**src/rtl/parity_frame_tx_pkg.sv**
```systemverilog
// Shared definitions for the parity framing path: FSM state encoding and the
// parity rule common to the generator, this transmitter and a future checker.
package parity_frame_tx_pkg;

  typedef enum logic [2:0] {
    ST_IDLE   = 3'd0,
    ST_START  = 3'd1,
    ST_DATA   = 3'd2,
    ST_PARITY = 3'd3,
    ST_STOP   = 3'd4
  } state_t;

  // Even mode (odd_mode=0) makes data+parity carry an even number of ones.
  // Words wider than 32 bits must be reduced by the caller first.
  function automatic logic parity_calc(input logic [31:0] data, input logic odd_mode);
    return (^data) ^ odd_mode;
  endfunction

endpackage

```
**src/rtl/parity_frame_tx_bit_timer.sv**
```systemverilog
// Bit-period timer: counts 0..BIT_CYCLES-1 and raises tick on the last cycle
// of each bit period; clear holds the count at zero.
module parity_frame_tx_bit_timer
  import parity_frame_tx_pkg::*;
#(
  parameter int BIT_CYCLES = 4
) (
  input  logic clk,
  input  logic rst,
  input  logic clear,
  output logic tick
);

  localparam int CNT_W = (BIT_CYCLES > 1) ? $clog2(BIT_CYCLES) : 1;
  localparam logic [CNT_W-1:0] LAST = CNT_W'(BIT_CYCLES - 1);

  logic [CNT_W-1:0] cnt;

  always_ff @(posedge clk) begin
    if (rst || clear) begin
      cnt <= '0;
    end else if (cnt == LAST) begin
      cnt <= '0;
    end else begin
      cnt <= cnt + CNT_W'(1);
    end
  end

  assign tick = (cnt == LAST);

endmodule

```
**src/rtl/parity_frame_tx.sv**
```systemverilog
// Serial frame transmitter: start bit, DATA_W data bits LSB first, parity bit,
// STOP_BITS stop bits, each held BIT_CYCLES clocks; valid/ready word intake.
module parity_frame_tx
  import parity_frame_tx_pkg::*;
#(
  parameter int DATA_W     = 3,
  parameter int BIT_CYCLES = 4,
  parameter int STOP_BITS  = 1
) (
  input  logic              clk,
  input  logic              rst,
  input  logic              in_valid,
  output logic              in_ready,
  input  logic [DATA_W-1:0] in_data,
  input  logic              in_odd,
  output logic              tx_serial,
  output logic              tx_busy,
  output logic              parity_out,
  output logic              frame_done
);

  localparam int IDX_MAX = (DATA_W > STOP_BITS) ? DATA_W : STOP_BITS;
  localparam int IDX_W   = $clog2(IDX_MAX + 1);
  localparam logic [IDX_W-1:0] LAST_DATA = IDX_W'(DATA_W - 1);
  localparam logic [IDX_W-1:0] LAST_STOP = IDX_W'(STOP_BITS - 1);

  state_t            state;
  logic [DATA_W-1:0] data_q;
  logic [DATA_W-1:0] data_next;
  logic [IDX_W-1:0]  bit_idx;
  logic              tick;
  logic              timer_clear;
  logic              accept;

  assign in_ready    = (state == ST_IDLE);
  assign accept      = in_valid && in_ready;
  assign timer_clear = (state == ST_IDLE);
  assign data_next   = data_q >> 1;

  parity_frame_tx_bit_timer #(
    .BIT_CYCLES(BIT_CYCLES)
  ) u_bit_timer (
    .clk  (clk),
    .rst  (rst),
    .clear(timer_clear),
    .tick (tick)
  );

  // Data word is consumed by shifting right, so bit 0 is always the next one out.
  always_ff @(posedge clk) begin
    if (accept) begin
      data_q <= in_data;
    end else if (state == ST_DATA && tick) begin
      data_q <= data_next;
    end
  end

  always_ff @(posedge clk) begin
    if (rst) begin
      state      <= ST_IDLE;
      tx_serial  <= 1'b1;
      tx_busy    <= 1'b0;
      frame_done <= 1'b0;
      parity_out <= 1'b0;
      bit_idx    <= '0;
    end else begin
      frame_done <= 1'b0;
      unique case (state)
        ST_IDLE: begin
          tx_serial <= 1'b1;
          if (in_valid) begin
            parity_out <= parity_calc(32'(in_data), in_odd);
            state      <= ST_START;
            tx_serial  <= 1'b0;
            tx_busy    <= 1'b1;
            bit_idx    <= '0;
          end
        end
        ST_START: begin
          if (tick) begin
            state     <= ST_DATA;
            tx_serial <= data_q[0];
            bit_idx   <= '0;
          end
        end
        ST_DATA: begin
          if (tick) begin
            if (bit_idx == LAST_DATA) begin
              state     <= ST_PARITY;
              tx_serial <= parity_out;
            end else begin
              bit_idx   <= bit_idx + IDX_W'(1);
              tx_serial <= data_next[0];
            end
          end
        end
        ST_PARITY: begin
          if (tick) begin
            state     <= ST_STOP;
            tx_serial <= 1'b1;
            bit_idx   <= '0;
          end
        end
        ST_STOP: begin
          if (tick) begin
            if (bit_idx == LAST_STOP) begin
              state      <= ST_IDLE;
              tx_busy    <= 1'b0;
              frame_done <= 1'b1;
              bit_idx    <= '0;
            end else begin
              bit_idx <= bit_idx + IDX_W'(1);
            end
          end
        end
        default: begin
          state     <= ST_IDLE;
          tx_serial <= 1'b1;
          tx_busy   <= 1'b0;
        end
      endcase
    end
  end

endmodule

```
**config.mk**
```make
export PLATFORM = sky130hd
export DESIGN_NAME = parity_frame_tx
export DESIGN_NICKNAME = d
export VERILOG_FILES = /design/src/rtl/parity_frame_tx_pkg.sv /design/src/rtl/parity_frame_tx_bit_timer.sv /design/src/rtl/parity_frame_tx.sv
export SDC_FILE = /design/constraint.sdc
export NUM_CORES = 1
export LEC_CHECK = 0
export CAP_MARGIN = 20
export CELL_PAD_IN_SITES_DETAIL_PLACEMENT = 1
export CELL_PAD_IN_SITES_GLOBAL_PLACEMENT = 1
export CORE_ASPECT_RATIO = 0.9
export CORE_MARGIN = 2
export CORE_UTILIZATION = 35
export DETAILED_ROUTE_END_ITERATION = 7
export PLACE_DENSITY = 0.76
export RECOVER_POWER = 50
export SLEW_MARGIN = 0
export SYNTH_ARGS = -nofsm -noshare
export SYNTH_HDL_FRONTEND = slang
export SYNTH_SLANG_ARGS = --single-unit
```
**constraint.sdc**
```tcl
create_clock -name clk -period 1.36 [get_ports clk]
set_input_delay 0.204 -clock clk [delete_from_list [all_inputs] [get_ports clk]]
set_output_delay 0.204 -clock clk [all_outputs]
set_load 0.03 [all_outputs]
```
==> metrics.yaml <==
outcome: "complete, but fails checks"
violations: "negative setup slack"
regArea_um2: 317
grt_pass1_wl_mm: 3.82
synth_top_area_share_pct: 28.3
place.gp.congestion: 0.777
seqPwrFrac_pct: 48.1
die_h_um: 48.7
crit_type: "register to register"
clockBufferDepth: 2
worst_path_max_delay_cell: "or4b_4"
final-hold-violation-count: 0
worst_hold_slack_ps: 431
ys_ff_latch: 14
totalWireLength_mm: 2.33
n_fill_cell: 234
internal-power_uw: 694
slowest_delay_ps: 570
instances_no_fill: 138
setup_violations: 6
drv_cap: 0
clk_latency_ps: 280
holdCritStartpoint: "u_bit_timer.cnt[0]"
fin_crit_ps: 1450
holdPathEnd: "u_bit_timer.cnt[0]"
fmax_mhz: 689
r2r_setup_slack_ps: -90
grt_pass1_vias: 804
numCtsBuffers: 3
track_usage_pct: 20.3
port_buffers: 11
leakage_nw: 0.450
final_cell_area_um2: 1140
layout_common_cells: "16 x buf_4, 6 x nor2_1, 6 x dfxtp_1"
path_cells: "or4b_4 -> mux2_2"
core_um2: 2140
power.density_nw_per_um2: 856
slew_headroom_pct: 78.8
worst_ir_drop_vdd_v: 0.000679
syn_area_um2: 777
hold_class: "register to register"
start_util_pct: 36.3
multi_input_area_um2: 499
yosys_warnings: 0
worst_setup_path_end_kind: "register"
cts_hold_buf: 0
crit_path_max_fanout: 4
placedCellCount: 129
syn_inst: 84
post-dp-hpwl_mm: 1.56
combPwrFrac_pct: 26.4
worstMarginPinSlew_ps: 317
viasPerCell: 5.32
critPathBufInv: 0
swShare_pct: 29.1
clock-root-buffer: "clkbuf_4"
drv_slew: 0
path_delay_family: "simple AND/OR/NAND/NOR gates"
rr_startpoint: "state[1]"
rsz0062_at_grt: "yes"
die-area_um2: 2610
drc: 0
ant_nets: 0
nNetsFinal: 122
io_pins: 12
synth.yosys.seq_area_share_pct: 39.9
power_frac_clock_pct: 25.5
grt_max_degree: 14
fin_skew_ps: 9.19
power_uw: 979
antenna_found_initial: 0
die_w_um: 53.7
yosys.cell_types.count: 29
r2r-end: "data_q[0]"
placementRows: 16
num_vias: 734
cts.sinks: 14
hold_path_depth: 1
cts_tree: "yes"
wl_per_cell_um: 16.9
htreeDepth: 1
first_pass_iters: 4
cp_data_arrival_time_ps: 1480
reg2reg_depth: 2
yosysTopAreaCell: "dfxtp_1"
grt_overflow_total: 0
clk_pin_slew_worst_paths_ps: 90
final.setup.tns_ps: -280
avgSynthCellArea_um2: 9.25
final_common_cell: "buf_4"
drt_iter0_markers: 13
n_antenna_cell: 0
synth_area_leaders: "dfxtp_1 28%, edfxtp_1 12%, mux2i_1 6.4%"
switchingPower_uw: 285
worst_slack_ps: -91.8
place_area_um2: 998
syn_nets: 94
startpoint_type: "register"
drive_gt1_share_pct: 39.6
areaGrowthSynthToFinish_pct: 47.2
fin_crit_sh_pct: 107
worstPathRequired_ps: 1390
-- flip-flops by register name, summed over array words and instances, names as in the netlist --
| signal | cells |
|---|---|
| state | 3 |
| bit_idx | 2 |
| data_q | 3 |
| tx_serial | 1 |
| tx_busy | 1 |
| frame_done | 1 |
| parity_out | 1 |
| u_bit_timer.cnt | 2 |
-- cells in the mapped netlist, drive strengths merged --
library cell	number
o21ai	3
dfxtp	11
xnor2	3
ha	3
a21oi	3
o211a	1
nor3b	1
a31oi	1
nand2	5
mux2	2
and3	2
edfxtp	3
o221ai	1
clkbuf	3
nand3	3
nor3	6
o41ai	2
o31ai	1
inv	4
nor2	7
mux2i	5
nor4b	2
buf	3
o211ai	1
or4b	1
nor2b	2
xor2	2
nor4	3
-- worst max-delay path by stage --
stage / from / endpoint / slack [ps] / depth (start not counted)
6_report: state[1] / data_q[0] / -90 / 2
5_1_grt: state[1] / state[2] / -90 / 4
4_1_cts: state[1] / data_q[1] / -80 / 2
3_5_place_dp: in_valid / data_q[1] / -370 / 3
3_3_place_gp: in_valid / data_q[0] / -340 / 3
2_1_floorplan: state[2] / data_q[0] / -80 / 3
-- kinds of logic (layout without fill, tap and decap cells) --
| group | after synthesis | in the layout | share of synthesized area [%] |
|---|---|---|---|
| simple gates | 32 | 32 | 22.2 |
| flops | 14 | 14 | 39.9 |
| compound gates | 13 | 13 | 11.9 |
| buf+inv | 10 | 37 | 6.12 |
| mux | 7 | 7 | 9.34 |
| xor+xnor | 5 | 5 | 5.64 |
| fa+ha+maj | 3 | 3 | 4.83 |
-- layout make-up --
type | instances | share of cell area [%]
Tap cell | 27 | 2.95
Sequential cell | 14 | 27.7
Timing Repair Buffer | 29 | 22.1
Clock buffer | 4 | 2.30
Inverter | 4 | 1.31
Multi-Input combinational cell | 60 | 43.7
-- timing repair --
| action | 4_1_cts | 5_1_grt |
|---|---|---|
| hold endpoints to repair | 0 | 0 |
| gates resized for setup | 20 | 8 |
| cloned | 0 | 0 |
| pin swaps | 2 | 2 |
| buffers inserted | 4 | 1 |
| endpoints found under the setup margin | 14 | 11 |
-- power groups by stage --
| stage | Combinational [mW] | Sequential [mW] | Clock (mW) |
|---|---|---|---|
| CTS | 0.249 | 0.470 | 0.260 |
| finish | 0.259 | 0.471 | 0.249 |
| detailed placement | 0.227 | 0.478 | 0 |
| global route | 0.278 | 0.474 | 0.278 |
| floorplan | 0.109 | 0.495 | 0 |
| global placement | 0.217 | 0.478 | 0 |
-- routing by layer --
layer	global-route usage (%)	wire [um]	up-vias
li1	-	-	363
met2	36.0	1180	14
met4	5.13	0	0
met3	2.78	67	0
met5	0	0	-
met1	24.9	1080	357
-- stage by stage --
| step | setup slack (ps) | util (%) |
|---|---|---|
| 2_1_floorplan | -83.3 | - |
| 3_3_place_gp | -343 | 46.6 |
| 3_5_place_dp | -371 | 46.6 |
| 4_1_cts | -81.8 | 51.8 |
| 5_1_grt | -93.9 | 53.4 |
| 6_report | -91.8 | 53.4 |
No activity file was read; power rests on OpenSTA's default activity.
